===== config.mk =====
export PLATFORM = sky130hd
export DESIGN_NAME = i2c_target_hr
export DESIGN_NICKNAME = d
export VERILOG_FILES = /design/src/rtl/i2c_pkg.sv /design/src/rtl/i2c_bus_sync.sv /design/src/rtl/i2c_target_hr.sv
export SDC_FILE = /design/constraint.sdc
export NUM_CORES = 1
export LEC_CHECK = 0
export ABC_AREA = 1
export BUFFER_PORTS_ARGS = -buffer_cell sky130_fd_sc_hd__clkbuf_2
export CAP_MARGIN = 10
export CORE_MARGIN = 3
export CORE_UTILIZATION = 41
export DETAILED_ROUTE_END_ITERATION = 7
export GPL_ROUTABILITY_DRIVEN = 0
export SYNTH_ARGS = -nofsm -noshare
export SYNTH_HDL_FRONTEND = slang
export SYNTH_SLANG_ARGS = --single-unit

===== constraint.sdc =====
create_clock -name clk -period 4.1 [get_ports clk]
set_input_delay 0.41 -clock clk [delete_from_list [all_inputs] [get_ports clk]]
set_output_delay 0.41 -clock clk [all_outputs]
set_load 0.03 [all_outputs]

===== src/rtl/i2c_pkg.sv =====
// Shared definitions for the heart-rate I2C target: FSM states, register
// indices and the read-side register map decode.
package i2c_pkg;

  typedef enum logic [2:0] {
    ST_IDLE,
    ST_ADDR,
    ST_ACK_ADDR,
    ST_RX_REG,
    ST_ACK_REG,
    ST_TX,
    ST_ACK_CHK,
    ST_IGNORE
  } i2c_state_e;

  localparam logic [7:0] REG_HR       = 8'h00;
  localparam logic [7:0] REG_CNT      = 8'h01;
  localparam logic [7:0] REG_STAT     = 8'h02;
  localparam logic [7:0] REG_ID       = 8'h03;
  localparam logic [7:0] REG_UNMAPPED = 8'hFF;

  localparam logic [6:0] DEFAULT_ADDR = 7'h0A;

  function automatic logic [7:0] reg_read(
    input logic [7:0] ptr,
    input logic [7:0] hr,
    input logic [7:0] cnt,
    input logic       new_flag,
    input logic [6:0] addr
  );
    case (ptr)
      REG_HR:   reg_read = hr;
      REG_CNT:  reg_read = cnt;
      REG_STAT: reg_read = {7'd0, new_flag};
      REG_ID:   reg_read = {1'b0, addr};
      default:  reg_read = REG_UNMAPPED;
    endcase
  endfunction

endpackage


===== src/rtl/i2c_bus_sync.sv =====
// Synchronizes the asynchronous SCL/SDA pins and derives SCL edges and
// START/STOP bus conditions from the last synchronizer stage.
module i2c_bus_sync #(
  parameter int SYNC_STAGES = 2
) (
  input  logic clk,
  input  logic reset,
  input  logic scl_in,
  input  logic sda_in,
  output logic scl_rise,
  output logic scl_fall,
  output logic start_det,
  output logic stop_det,
  output logic sda_s
);

  logic [SYNC_STAGES-1:0] scl_sync_q, scl_sync_d;
  logic [SYNC_STAGES-1:0] sda_sync_q, sda_sync_d;
  logic                   scl_prev_q, scl_prev_d;
  logic                   sda_prev_q, sda_prev_d;
  logic                   scl_s;

  // Edges are combinational against the previous sample so the FSM reacts on
  // the very next clk edge, giving SYNC_STAGES+1 cycles pin-to-output.
  always_comb begin
    scl_sync_d = {scl_sync_q[SYNC_STAGES-2:0], scl_in};
    sda_sync_d = {sda_sync_q[SYNC_STAGES-2:0], sda_in};
    scl_s      = scl_sync_q[SYNC_STAGES-1];
    sda_s      = sda_sync_q[SYNC_STAGES-1];
    scl_prev_d = scl_s;
    sda_prev_d = sda_s;
    scl_rise   = scl_s & ~scl_prev_q;
    scl_fall   = ~scl_s & scl_prev_q;
    start_det  = scl_s & sda_prev_q & ~sda_s;
    stop_det   = scl_s & ~sda_prev_q & sda_s;
  end

  always_ff @(posedge clk) begin
    if (!reset) begin
      scl_sync_q <= '1;
      sda_sync_q <= '1;
      scl_prev_q <= 1'b1;
      sda_prev_q <= 1'b1;
    end else begin
      scl_sync_q <= scl_sync_d;
      sda_sync_q <= sda_sync_d;
      scl_prev_q <= scl_prev_d;
      sda_prev_q <= sda_prev_d;
    end
  end

endmodule


===== src/rtl/i2c_target_hr.sv =====
// I2C target serving heart-rate registers (pointer write, then repeated-START read).
// Optional stalled-bus abort is enabled by defining I2C_TIMEOUT_EN.
module i2c_target_hr
  import i2c_pkg::*;
#(
  parameter logic [6:0] ADDR        = DEFAULT_ADDR,
  parameter int         SYNC_STAGES = 2
`ifdef I2C_TIMEOUT_EN
  ,
  parameter logic [15:0] TIMEOUT_CYCLES = 16'd50000
`endif
) (
  input  logic       clk,
  input  logic       reset,
  input  logic       scl_in,
  input  logic       sda_in,
  output logic       sda_oe,
  input  logic [7:0] batimento,
  input  logic       batimento_valid,
  output logic       busy,
  output logic [7:0] reg_ptr
);

  logic scl_rise, scl_fall, start_det, stop_det, sda_s;

  i2c_bus_sync #(
    .SYNC_STAGES(SYNC_STAGES)
  ) u_bus_sync (
    .clk      (clk),
    .reset    (reset),
    .scl_in   (scl_in),
    .sda_in   (sda_in),
    .scl_rise (scl_rise),
    .scl_fall (scl_fall),
    .start_det(start_det),
    .stop_det (stop_det),
    .sda_s    (sda_s)
  );

  i2c_state_e state_q, state_d;
  logic [3:0] bit_cnt_q, bit_cnt_d;
  logic [7:0] shift_q, shift_d;
  logic [7:0] reg_ptr_q, reg_ptr_d;
  logic [7:0] hr_q, hr_d;
  logic [7:0] cnt_q, cnt_d;
  logic       sda_oe_q, sda_oe_d;
  logic       busy_q, busy_d;
  logic       new_flag_q, new_flag_d;
  logic       ptr_written_q, ptr_written_d;
  logic       load_en, load_fire, timeout;
  logic [7:0] rd_data;

`ifdef I2C_TIMEOUT_EN
  logic [15:0] stall_cnt_q, stall_cnt_d;

  always_comb begin
    stall_cnt_d = stall_cnt_q + 16'd1;
    if (state_q == ST_IDLE || scl_rise || scl_fall) stall_cnt_d = '0;
  end

  always_ff @(posedge clk) begin
    if (!reset) stall_cnt_q <= '0;
    else        stall_cnt_q <= stall_cnt_d;
  end

  assign timeout = (stall_cnt_q == TIMEOUT_CYCLES);
`else
  assign timeout = 1'b0;
`endif

  assign rd_data   = reg_read(reg_ptr_q, hr_q, cnt_q, new_flag_q, ADDR);
  assign load_fire = load_en & ~start_det & ~stop_det & ~timeout;

  // Bus FSM: SDA sampled on SCL rise, sda_oe only ever moves on SCL fall.
  always_comb begin
    state_d       = state_q;
    bit_cnt_d     = bit_cnt_q;
    shift_d       = shift_q;
    reg_ptr_d     = reg_ptr_q;
    sda_oe_d      = sda_oe_q;
    busy_d        = busy_q;
    ptr_written_d = ptr_written_q;
    load_en       = 1'b0;

    case (state_q)
      ST_IDLE: begin
      end
      ST_ADDR: begin
        if (scl_rise) begin
          shift_d   = {shift_q[6:0], sda_s};
          bit_cnt_d = bit_cnt_q + 4'd1;
        end else if (scl_fall && bit_cnt_q == 4'd8) begin
          bit_cnt_d = '0;
          if (shift_q[7:1] == ADDR) begin
            busy_d   = 1'b1;
            sda_oe_d = 1'b1;
            state_d  = ST_ACK_ADDR;
          end else begin
            state_d  = ST_IGNORE;
          end
        end
      end
      ST_ACK_ADDR: begin
        if (scl_fall) begin
          if (shift_q[0]) begin
            load_en = 1'b1;
          end else begin
            sda_oe_d = 1'b0;
            state_d  = ST_RX_REG;
          end
        end
      end
      ST_RX_REG: begin
        if (scl_rise) begin
          shift_d   = {shift_q[6:0], sda_s};
          bit_cnt_d = bit_cnt_q + 4'd1;
        end else if (scl_fall && bit_cnt_q == 4'd8) begin
          bit_cnt_d = '0;
          state_d   = ST_ACK_REG;
          if (!ptr_written_q) begin
            reg_ptr_d     = shift_q;
            ptr_written_d = 1'b1;
            sda_oe_d      = 1'b1;
          end
        end
      end
      // sda_oe_q doubles as the "this byte was ACKed" flag.
      ST_ACK_REG: begin
        if (scl_fall) begin
          sda_oe_d = 1'b0;
          state_d  = sda_oe_q ? ST_RX_REG : ST_IGNORE;
        end
      end
      ST_TX: begin
        if (scl_fall) begin
          if (bit_cnt_q == 4'd8) begin
            sda_oe_d  = 1'b0;
            bit_cnt_d = '0;
            state_d   = ST_ACK_CHK;
          end else if (bit_cnt_q == 4'd0) begin
            load_en = 1'b1;
          end else begin
            sda_oe_d  = ~shift_q[7];
            shift_d   = {shift_q[6:0], 1'b0};
            bit_cnt_d = bit_cnt_q + 4'd1;
          end
        end
      end
      ST_ACK_CHK: begin
        if (scl_rise) begin
          if (!sda_s) begin
            reg_ptr_d = reg_ptr_q + 8'd1;
            bit_cnt_d = '0;
            state_d   = ST_TX;
          end else begin
            state_d   = ST_IGNORE;
          end
        end
      end
      ST_IGNORE: begin
        sda_oe_d = 1'b0;
      end
      default: begin
        state_d  = ST_IDLE;
        sda_oe_d = 1'b0;
      end
    endcase

    // A load puts the first (MSB) bit on the bus in the same falling edge.
    if (load_en) begin
      shift_d   = {rd_data[6:0], 1'b0};
      sda_oe_d  = ~rd_data[7];
      bit_cnt_d = 4'd1;
      state_d   = ST_TX;
    end

    if (timeout) begin
      state_d  = ST_IDLE;
      sda_oe_d = 1'b0;
      busy_d   = 1'b0;
    end

    if (stop_det) begin
      state_d  = ST_IDLE;
      sda_oe_d = 1'b0;
      busy_d   = 1'b0;
    end else if (start_det) begin
      state_d       = ST_ADDR;
      bit_cnt_d     = '0;
      sda_oe_d      = 1'b0;
      busy_d        = 1'b0;
      ptr_written_d = 1'b0;
    end
  end

  // A strobe wins over the clear so a same-cycle sample is not lost.
  always_comb begin
    hr_d       = hr_q;
    cnt_d      = cnt_q;
    new_flag_d = new_flag_q;
    if (load_fire && reg_ptr_q == REG_HR) new_flag_d = 1'b0;
    if (batimento_valid) begin
      hr_d       = batimento;
      cnt_d      = cnt_q + 8'd1;
      new_flag_d = 1'b1;
    end
  end

  always_ff @(posedge clk) begin
    if (!reset) begin
      state_q       <= ST_IDLE;
      bit_cnt_q     <= '0;
      shift_q       <= '0;
      reg_ptr_q     <= '0;
      hr_q          <= '0;
      cnt_q         <= '0;
      sda_oe_q      <= 1'b0;
      busy_q        <= 1'b0;
      new_flag_q    <= 1'b0;
      ptr_written_q <= 1'b0;
    end else begin
      state_q       <= state_d;
      bit_cnt_q     <= bit_cnt_d;
      shift_q       <= shift_d;
      reg_ptr_q     <= reg_ptr_d;
      hr_q          <= hr_d;
      cnt_q         <= cnt_d;
      sda_oe_q      <= sda_oe_d;
      busy_q        <= busy_d;
      new_flag_q    <= new_flag_d;
      ptr_written_q <= ptr_written_d;
    end
  end

  assign sda_oe  = sda_oe_q;
  assign busy    = busy_q;
  assign reg_ptr = reg_ptr_q;

endmodule


Word-level counts from Yosys, hierarchy flattened

Cells that the tools add are included.

$add $sub $neg: 3
Multiply operators: 0
Divide/modulo/power cells: 0
Order comparisons: 0
Eq/ne operators: 53
Shift operators: 0
Muxes and demuxes: 67
Bitwise logic cells: 18
Reductions and logical operators: 25

Operator list:

| cell                                                | number |
|---|---|
| 2-to-1 mux 8 bit                                    | 10 |
| != test 4 bit, second input constant                | 11 |
| != test 3 bit, second input constant                | 14 |
| 2-to-1 mux 4 bit                                    | 10 |
| 2-to-1 mux 3 bit                                    | 13 |
| AND reduction 11 bit                                | 3 |
| one-hot mux 8 bit (2 select lines)                  | 2 |
| one-hot mux 8 bit (4 select lines)                  | 1 |
| != test 2 bit, second input constant                | 14 |
| 2-to-1 mux 1 bit                                    | 26 |
| one-hot mux 3 bit (6 select lines)                  | 1 |
| adder 8 x 1 -> 8 bit, second input constant         | 2 |
| equality test 8 x 2 -> 1 bit, second input constant | 2 |
| nonzero test 7 bit                                  | 2 |
| equality test 3 bit, second input constant          | 4 |
| one-hot mux 4 bit (3 select lines)                  | 1 |
| AND reduction 12 bit                                | 1 |
| inverter 1 bit                                      | 10 |
| AND reduction 5 bit                                 | 2 |
| bitwise AND 1 bit                                   | 8 |
| equality test 8 x 1 -> 1 bit, second input constant | 1 |
| zero test 8 bit                                     | 1 |
| nonzero test 8 bit                                  | 1 |
| equality test 7 x 4 -> 1 bit, second input constant | 1 |
| 19 further kinds                                    | 25 |

Flip-flop bits (word level): 49
Bits in latches: 0
Bits in writable memories: 0
Bits in read-only memories: 0
Output and inout port bits: 10
Word-level logic and storage cells: 183
Memories kept: 0

Longest topological paths before layout

Gate-level depths: netlist of run 1.

Depth in word-level cells: 10
Depth in mapped cells: 13

Hierarchy

Synthesis of run 1 repeated with hierarchy kept, for this count alone.

Cells, all modules: 458
Area, all modules: 2,944.1 µm²

Modules (own cells, without submodules):

| module        | times used | cells each | area each (µm²) |
|---|---|---|---|
| i2c_target_hr | 1          | 433        | 2,750.1 |
| i2c_bus_sync  | 1          | 25         | 193.9 |

Worst setup path after synthesis of run 1

OpenSTA, ideal clock, no wires.

Path type: reg-to-reg
Start: register reg_ptr_q[0] (netlist: reg_ptr[0])
End: register shift_q[7]
Arrival time: 1.566 ns
Data required time: 3.985 ns
Slack: 2.420 ns
Cell stages (with the launch flop): 11
Path buffers: 0
Cell sequence: dfxtp_1 > ha_1 > nand2_1 > nor2_2 > nor2_1 > nand2_1 > nand3_1 > nand2_1 > o21ai_0 > nor2_1 > nor2_1

Longest elaborated chain between the ends: 3
Elaborated cells on any way between the ends: 6

Ends and longest elaborated chain:

| element                                                    | line                 | RTL |
|---|---|---|
| start: declaration                                         | i2c_target_hr.sv:43  | `logic [7:0] reg_ptr_q, reg_ptr_d;` |
| start signal: assignment                                   | i2c_target_hr.sv:225 | `reg_ptr_q <= reg_ptr_d;` |
| equality test 8 x 2 -> 1 bit, or another cell as far along | i2c_pkg.sv:31        | `case (ptr)` |
| one-hot mux 8 bit (4 select lines) *                       | i2c_pkg.sv:31        |  |
| 2-to-1 mux 8 bit *                                         | i2c_target_hr.sv:170 | `if (load_en) begin` |
| end signal: assignment                                     | i2c_target_hr.sv:224 | `shift_q <= shift_d;` |
| end: declaration                                           | i2c_target_hr.sv:42  | `logic [7:0] shift_q, shift_d;` |

Mark *: on every way between the ends. The rest lies on a longest branch, timed or not.
A chain may end at the register's enable or synchronous reset.

Worst setup path after layout of run 1

Start: register state_q[2]
End: register reg_ptr_q[2] (netlist: reg_ptr[2])

Longest elaborated chain between the ends: 3
Elaborated cells on any way between the ends: 10

Ends and longest elaborated chain:

| element                                                                     | line                 | RTL |
|---|---|---|
| start: declaration                                                          | i2c_target_hr.sv:40  | `i2c_state_e state_q, state_d;` |
| start signal: assignment                                                    | i2c_target_hr.sv:222 | `state_q <= state_d;` |
| equality test 3 bit / equality test 3 x 2 -> 1 bit (equally long branches)  | i2c_target_hr.sv:85  | `case (state_q)` |
| != test 2 bit (no source line) / nonzero test 2 bit (equally long branches) | n/a                  |  |
| AND reduction 6 bit (no source line)                                        | n/a                  |  |

Parallel ways exist; a longest one is shown, timed or not.

==> results of run 1 <==
placed cells by master (no fill, tap or decap), types with 3 or more instances in the layout:
cell,instances
or2_2,4
nand4_1,3
a21oi_1,28
dfxtp_1,49
o21ai_0,30
o21ai_1,7
nor3_1,9
inv_2,7
nand2_2,3
a211oi_1,3
clkbuf_2,22
ha_1,7
clkbuf_8,5
inv_1,46
nor2_2,4
o21a_1,3
nor2_1,63
nand2_1,110
nand3_1,32
through the flow:
| stage | utilization, % | power [uW] |
|---|---|---|
| after CTS | 47.9 | 1460 |
| after detailed placement | 46.1 | 1090 |
| after global placement | 46.1 | 1090 |
| after floorplan | - | 985 |
| final | 47.9 | 1450 |
| after global routing | 47.9 | 1560 |
layer usage:
metal,wire length (um),up-vias,GRT usage [%]
met5,0,-,0
met4,104,0,6.00
met3,248,10,3.34
met2,2990,53,27.1
met1,3520,1199,24.6
li1,-,1459,-
power by group:
part | total [uW] | internal, uW | switching, uW
sequential | 583 | 528 | 55.7
combinational | 502 | 168 | 333
clock | 366 | 186 | 179
total | 1450 | 882 | 568
cell type report:
cell class	instances	area share [%]
repair buffers	22	3.50
clock buffers	5	2.19
well taps	93	3.70
multi-input cells	327	51.4
flip-flops and latches	49	31.2
inverters	54	6.45
clock inverters	3	1.55
registers in the layout, indices dropped and copies added (netlist names), 2 cells and up:
name / cells
bit_cnt_q: 4
cnt_q: 8
hr_q: 8
reg_ptr: 8
shift_q: 8
state_q: 3
u_bus_sync.scl_sync_q: 2
u_bus_sync.sda_sync_q: 2
logic make-up after synthesis:
logic type / share of synthesized area [%]
and+or+nand+nor: 36.0
AOI/OAI and AO/OA: 16.6
adders and majority gates: 3.05
buffers and inverters: 9.58
DFF: 34.1
xor gates and xnor gates: 0.610
path summary, 6_finish.rpt:
check	to	slack, ns	cells past startpoint
max	reg_ptr[2]	2.02	7
min	u_bus_sync.scl_sync_q[0]	0.28	2
max reg2reg	reg_ptr[2]	2.02	7
min reg2reg	u_bus_sync.sda_sync_q[1]	0.42	1
cells in the mapped netlist:
| master | n | area (sq um) |
|---|---|---|
| nand2_1 | 110 | 413 |
| nor3b_1 | 1 | 7.51 |
| nand3_4 | 1 | 17.5 |
| o21a_1 | 3 | 22.5 |
| nand4_1 | 3 | 18.8 |
| xnor2_1 | 1 | 8.76 |
| nand2_4 | 1 | 11.3 |
| nand3_1 | 32 | 160 |
| a21oi_2 | 1 | 8.76 |
| o211ai_1 | 1 | 7.51 |
| nand3_2 | 1 | 10.0 |
| xor2_1 | 1 | 8.76 |
| clkbuf_1 | 4 | 15.0 |
| o21ai_1 | 7 | 35.0 |
| a211oi_1 | 3 | 22.5 |
| inv_1 | 46 | 173 |
| nor2_1 | 63 | 236 |
| dfxtp_1 | 49 | 981 |
| nand2_2 | 3 | 18.8 |
| or2_2 | 4 | 25.0 |
| inv_2 | 7 | 26.3 |
| nor2_2 | 4 | 25.0 |
| ha_1 | 7 | 87.6 |
| clkinv_1 | 1 | 3.75 |
| a211oi_2 | 1 | 12.5 |
| nor2_4 | 1 | 11.3 |
| a21boi_0 | 1 | 7.51 |
| a31oi_1 | 2 | 12.5 |
| o21ai_0 | 30 | 150 |
| o211ai_2 | 1 | 12.5 |
| a21oi_1 | 28 | 140 |
| nand4_4 | 1 | 21.3 |
| buf_2 | 1 | 5.00 |
| buf_6 | 2 | 22.5 |
| a21oi_4 | 1 | 16.3 |
| nor3_1 | 9 | 45.0 |
| nand4_2 | 1 | 12.5 |
| o21ai_2 | 2 | 17.5 |
| o22ai_1 | 2 | 12.5 |
| buf_4 | 4 | 30.0 |
critical path, cell delays in order, from the launching register on:
cell and delay (ns):
dfxtp_1 0.51, inv_2 0.12, nor2_1 0.59, a21oi_1 0.17, o211ai_2 0.26, inv_2 0.13
o21ai_1 0.10, a21oi_1 0.08
==> flow_summary.ini, run 1 <==
[critical_path]
r2r_start = state_q[2]
critPathLaunch = state_q[2]
startpoint_type = register
cp_max_fo = 12
critical_path_class = register to register
required_ns = 4.30
cp_data_arrival_time_ns = 2.28
crit_path_end_kind = register

[clock_network]
cts_tree = yes
cts_made_buffers = 5
clk_latency_ns = 0.31
cts_setup_buffers = 0
postCtsHoldBufs = 0
cts_root_buf = clkbuf_8
ctsResizeCount = 0
clkSinkCount = 49
clk_pin_slew_ns = 0.10
clk_path_buf_depth = 2
htreeDepth = 2

[drt]
viasPerCell = 4.92
drc = 0
firstDrtPassIters = 4
drt-total-wl_um = 6860
ant_nets = 0
drt_iter0_markers = 140
wl_per_cell_um = 12.4
vias = 2721

[status]
outcome = finished clean

[cells_and_area]
register_area_sq_um = 981
layout-drive-gt1-share_pct = 13.0
fin_area_sq_um = 3140
nets = 479
multi_input_area_sq_um = 1620
final_cells = 553
diodes = 0
area_delta_synth_final_pct = 9.45
fill_cells = 707

[power]
p_leak_uw = 0.00143
powerDensity_nw_per_um2 = 461
vdd_ir_drop_max_mv = 0.214

[synthesis]
syn_nets = 461
ys_warn_count = 0
syn_avg_cell_area_sq_um = 6.51
synth.cell_area_sq_um = 2870
synth_cell_types = 40
syn_inst = 441
ys_ff_latch = 49
ys_seq_area_share_pct = 34.1

[floorplan]
start_util_pct = 43.7
fp.dieW_um = 89.7
io_pins = 23
die-area_sq_um = 8050
core_sq_um = 6570
num_rows = 29
die_y_um = 89.7

[placement]
placed_cell_area_sq_um = 3030
hpwl_um = 5320
dp_cells = 545
io_buffers = 22
dp_slack_ns = 2.03

[timing]
fin_worst_skew_ns = 0.00867
tightest_slew_ns = 0.735
fmax_mhz = 481
rsz0062_at_grt = no
finalHoldViolations = 0
fin_tns_setup_ns = 0
worst_slack_ns = 2.02
timing.hold.ws_ns = 0.280
relSlewSlack_pct = 50.8
setup_viol = 0
slew_violations = 0
period_needed_ns = 2.08
timing.final.crit_share_pct = 50.7

[global_routing]
grt_antenna_before_repair = 0
grt_usage_pct = 17.6
grt-ovfl-total = 0
grt_max_degree = 26
grt_pass1_vias = 2619
grt_pass1_wl_um = 11900

[min_path]
hp-start = scl_in
worstHoldPathType = input port to register

[flow_run]
drv_cap = 0
Power figures use the tool's default switching activity.
==> run 2, diff against run 1 <==
--- a/config.mk
+++ b/config.mk
@@ -5,7 +5,7 @@
 export SDC_FILE = /design/constraint.sdc
 export NUM_CORES = 1
 export LEC_CHECK = 0
-export ABC_AREA = 1
+export ABC_AREA = 0
 export BUFFER_PORTS_ARGS = -buffer_cell sky130_fd_sc_hd__clkbuf_2
 export CAP_MARGIN = 10
 export CORE_MARGIN = 3
==> constraint.sdc (replaced) <==
create_clock -name clk -period 1.7 [get_ports clk]
set_input_delay 0.17 -clock clk [delete_from_list [all_inputs] [get_ports clk]]
set_output_delay 0.17 -clock clk [all_outputs]
set_load 0.03 [all_outputs]
==> run 2 against run 1 <==
Net effect: the flow now finishes with violations (negative setup slack); critical endpoint is now shift_q[5]; highest routed layer unchanged; sequential cell count unchanged; largest power group unchanged; register-to-register slack worse by 2.2 ns; core utilization up 13 points; non-clock buffer count up 86.
==> flow_summary.ini, run 2 <==
[status]
outcome = finished, violations left
violations = negative setup slack

[floorplan]
start_util_pct = 42.8
core_sq_um = 6910
io_pins = 23
fp.dieW_um = 90.9
die-area_sq_um = 8260
num_rows = 30
die_y_um = 90.9

[clock_network]
clk_pin_slew_ns = 0.10
clkSinkCount = 49
cts_root_buf = clkbuf_8
cts_made_buffers = 5
clk_latency_ns = 0.31
clk_path_buf_depth = 2
htreeDepth = 2
cts_tree = yes
postCtsHoldBufs = 0

[timing]
timing.hold.ws_ns = 0.0387
period_needed_ns = 1.87
fin_tns_setup_ns = -1.43
fin_worst_skew_ns = 0.0126
rsz0062_at_grt = yes
relSlewSlack_pct = 73.7
finalHoldViolations = 0
slew_violations = 0
fmax_mhz = 534
tightest_slew_ns = 0.394
timing.final.crit_share_pct = 110
setup_viol = 16
worst_slack_ns = -0.172

[drt]
drt_iter0_markers = 108
wl_per_cell_um = 14.7
firstDrtPassIters = 5
drc = 0
vias = 2854
viasPerCell = 5.30
drt-total-wl_um = 7940
ant_nets = 0

[critical_path]
crit_path_cell_trace = inv_4 > ha_4 > or4_4 > and3_4 > buf_6 > o21ai_2 > mux2_4 > mux2i_1 > nor2b_1
r2r_start = reg_ptr[1]
r2r_slack_ns = -0.17
critical_path_class = register to register
reg2regPathDepth = 9
r2r_end = shift_q[5]
required_ns = 1.94
cp_max_fo = 4
cp_slowest_stage_delay_ns = 0.52
cp-endpoint = shift_q[5]
crit_path_top_delay_cell = or4_4
crit_path_end_kind = register
cp_data_arrival_time_ns = 2.11
critPathLaunch = reg_ptr[1]
startpoint_type = register

[global_routing]
met1_usage_pct = 25.3
grt_usage_pct = 19.4
grt_max_degree = 30
grtUsageMet2_pct = 32.9
grt_antenna_before_repair = 0
use_met3_pct = 4.08
grt_pass1_vias = 2742
grt-ovfl-total = 0
grt_busiest_layer = met2
grt_pass1_wl_um = 13200

[cells_and_area]
diodes = 0
layout_common_cells = buf_4 (73), dfxtp_1 (40), nand2_1 (27)
area_delta_synth_final_pct = 42.7
final_common_cell = buf_4
layout-drive-gt1-share_pct = 43.2
fill_cells = 610
fin_area_sq_um = 4220
final_cells = 538
nets = 461

[synthesis]
syn_nets = 366
ys_warn_count = 0
synth_top_area_share_pct = 33.2
ys_ff_latch = 49
dominantRegCellSynth = dfxtp_1
syn_avg_cell_area_sq_um = 8.54
ys_seq_area_share_pct = 33.2
synth_top_area_cell = dfxtp_1
netlist_top_cells_count = dfxtp_1 (49), nand2_1 (30), o21ai_0 (23), nor2b_1 (21), nor2_1 (20)
synthArstFlopShare_pct = 0
yosysMostFrequentCell = dfxtp_1
synth.cell_area_sq_um = 2960
synth_cell_types = 64
syn_inst = 346
synth.area.top_cells = dfxtp_1 (33%), mux2i_1 (5.8%), nor2b_1 (4.4%), o21ai_0 (3.9%), nand2_1 (3.8%)
synth_edf_count = 0

[min_path]
worstHoldPathType = input port to register

[placement]
dp_cells = 516
dp_slack_ns = -0.265
hpwl_um = 5790
io_buffers = 22
placed_cell_area_sq_um = 3730

[power]
powerDensity_nw_per_um2 = 508
vdd_ir_drop_max_mv = 0.430
p_leak_uw = 0.00177

[flow_run]
drv_cap = 0
run 2: timing repair:
item,4_1_cts,5_1_grt
setup endpoints to repair,25,24
cloned,0,1
resized for setup,51,30
buffers inserted,9,5
pin swaps,22,23
run 2: metal layers:
metal / vias to the layer above / wire length [um]
met2: 73 / 3840
met4: 0 / 87
met1: 1333 / 3620
li1: 1441 / -
met3: 7 / 392
met5: - / 0
run 2: area by class of cell:
| class | count | area (sq um) | share of cell area, % |
|---|---|---|---|
| well taps | 96 | 120 | 2.85 |
| flip-flops and latches | 49 | 1000 | 23.7 |
| clock buffers | 5 | 68.8 | 1.63 |
| inverters | 11 | 46.3 | 1.10 |
| repair buffers | 108 | 836 | 19.8 |
| multi-input cells | 266 | 2120 | 50.2 |
| clock inverters | 3 | 28.8 | 0.682 |
run 2: worst max-delay path: cells and delay by family (launching register included):
family	cells	cell delay (ns)
fa+ha+maj	1	0.15
simple gates	3	0.84
compound gates	1	0.04
flops	1	0.40
mux	2	0.21
buf+inv	2	0.17
run 2: cell families after synthesis:
group,synth area share (%)
buf+inv,5.04
flops,33.2
compound gates,22.7
simple gates,26.4
fa+ha+maj,2.96
xor+xnor,2.07
mux,7.66
run 2: metrics by stage:
stage          utilization [%]  total power (uW)
4_1_cts                   58.4              2160
3_5_place_dp              54.0              1410
6_report                  61.1              2140
5_1_grt                   61.1              2250
2_1_floorplan                -              1340
3_3_place_gp              54.0              1400
run 2: where the power goes:
| group | internal, uW | total, uW | switching, uW |
|---|---|---|---|
| sequential | 1170 | 1190 | 25.5 |
| clock | 309 | 744 | 435 |
| combinational | 104 | 204 | 101 |
run 2: worst min-delay path by stage:
stage	from	endpoint	cells past startpoint
2_1_floorplan	reset	u_bus_sync.sda_prev_q	1
6_report	scl_in	u_bus_sync.scl_sync_q[0]	2
4_1_cts	scl_in	u_bus_sync.scl_sync_q[0]	2
3_3_place_gp	sda_in	u_bus_sync.sda_sync_q[0]	2
3_5_place_dp	scl_in	u_bus_sync.scl_sync_q[0]	2
5_1_grt	scl_in	u_bus_sync.scl_sync_q[0]	2
==> run 3, diff against run 2 <==
--- a/config.mk
+++ b/config.mk
@@ -12,6 +12,7 @@
 export CORE_UTILIZATION = 41
 export DETAILED_ROUTE_END_ITERATION = 7
 export GPL_ROUTABILITY_DRIVEN = 0
+export SKIP_LAST_GASP = 1
 export SYNTH_ARGS = -nofsm -noshare
 export SYNTH_HDL_FRONTEND = slang
 export SYNTH_SLANG_ARGS = --single-unit
==> run 3 against run 2 <==
Net effect: the run still ends with negative setup slack left; sequential power hardly changed; power hardly changed; clock skew hardly changed; sequential cell count is the same; critical path depth is the same; global-route usage is 0.10 points lower; final area down 0.24%; non-clock buffer count rose by 1; core utilization shrank 0.14 points; register-to-register slack hardly changed; combinational power is essentially flat.
==> flow_summary.ini, run 3 (synthesized netlist as in run 2, its figures left out) <==
[status]
outcome = finished, violations left
violations = negative setup slack

[timing]
fin_tns_setup_ns = -1.46
finalHoldViolations = 0
period_needed_ns = 1.87
relSlewSlack_pct = 73.4
tightest_slew_ns = 0.400
fmax_mhz = 535
worst_slack_ns = -0.171
timing.final.crit_share_pct = 110
fin_worst_skew_ns = 0.0126
slew_violations = 0
rsz0062_at_grt = yes
setup_viol = 18

[clock_network]
cts_root_buf = clkbuf_8
cts_tree = yes
clk_latency_ns = 0.31
clkSinkCount = 49
clk_pin_slew_ns = 0.10
cts_made_buffers = 5
htreeDepth = 2
clk_path_buf_depth = 2
postCtsHoldBufs = 0

[critical_path]
required_ns = 1.94
startpoint_type = register
cp_max_fo = 4
cp_data_arrival_time_ns = 2.11
crit_path_end_kind = register
critical_path_class = register to register

[placement]
placed_cell_area_sq_um = 3730
hpwl_um = 5790
io_buffers = 22

[global_routing]
grt_max_degree = 30
grt_pass1_wl_um = 13100
grt_usage_pct = 19.3
grt_antenna_before_repair = 0
grt_pass1_vias = 2737
grt-ovfl-total = 0

[floorplan]
io_pins = 23
num_rows = 30
core_sq_um = 6910
die-area_sq_um = 8260
die_y_um = 90.9
start_util_pct = 42.8
fp.dieW_um = 90.9

[cells_and_area]
final_common_cell = buf_4
fin_area_sq_um = 4210
final_util_pct = 60.9
diodes = 0
layout-drive-gt1-share_pct = 42.0
area_delta_synth_final_pct = 42.3
layout_common_cells = buf_4 (74), dfxtp_1 (40), nand2_1 (29)
nets = 462

[drt]
drt-total-wl_um = 7950
firstDrtPassIters = 4
vias = 2878
drc = 0
drt_iter0_markers = 131
viasPerCell = 5.34
wl_per_cell_um = 14.7
ant_nets = 0

[power]
vdd_ir_drop_max_mv = 0.431
p_leak_uw = 0.00177
powerDensity_nw_per_um2 = 509

[min_path]
worstHoldPathType = input port to register

[flow_run]
drv_cap = 0
==> run 3: cell count changes in the layout (fill, tap and decap cells not counted), moves of 2 or more <==
cell	change
nand2_1	+2
nand2_2	-2
nor2_1	+2
nor2_2	-2
==> run 3: final cells by class <==
cell class	count	area, sq um
Clock buffer	5	68.8
Clock inverter	3	28.8
Fill cell	611	2700
Inverter	11	46.3
Multi-Input combinational cell	266	2100
Sequential cell	49	1000
Tap cell	96	120
Timing Repair Buffer	109	843
==> run 3: stage by stage <==
stage | std cells | hold WS [ns] | setup WS, ns | power [uW]
finish | 539 | 0.0386 | -0.171 | 2140
floorplan | 346 | 0.265 | -0.180 | 1340
detailed placement | 516 | 0.361 | -0.265 | 1410
global placement | 516 | 0.355 | -0.208 | 1400
CTS | 533 | 0.0319 | -0.200 | 2160
global route | 539 | 0.0171 | -0.279 | 2250
==> run 3: per-layer routing <==
| layer | wire (um) | GRT usage [%] | up-vias |
|---|---|---|---|
| met2 | 3850 | 32.7 | 82 |
| met4 | 95 | 4.27 | 0 |
| li1 | - | - | 1443 |
| met5 | 0 | 0 | - |
| met1 | 3620 | 25.1 | 1344 |
| met3 | 380 | 4.08 | 9 |
==> run 3: worst paths after layout <==
path	to	cells past startpoint	slack (ns)	start
max	shift_q[5]	9	-0.17	reg_ptr[1]
min reg2reg	u_bus_sync.scl_sync_q[1]	1	0.42	u_bus_sync.scl_sync_q[0]
min	u_bus_sync.scl_sync_q[0]	2	0.04	scl_in
max reg2reg	shift_q[5]	9	-0.17	reg_ptr[1]
==> run 3: timing repair <==
action	CTS	global route
setup buffers	9	6
cloned	0	1
pin swaps	21	21
resized for setup	47	28
setup endpoints to repair	25	24
==> run 3: critical path, stage by stage (launching register included) <==
cell and delay (ns):
dfxtp_4 0.40, inv_4 0.05, ha_4 0.15, or4_4 0.51, and3_4 0.21, buf_6 0.12, o21ai_2 0.04, mux2_4 0.15
mux2i_1 0.06, nor2b_1 0.11
==> run 3: power by group <==
group | switching (uW) | total (uW) | internal, uW
clock | 435 | 744 | 309
combinational | 100 | 203 | 103
sequential | 25.7 | 1190 | 1170
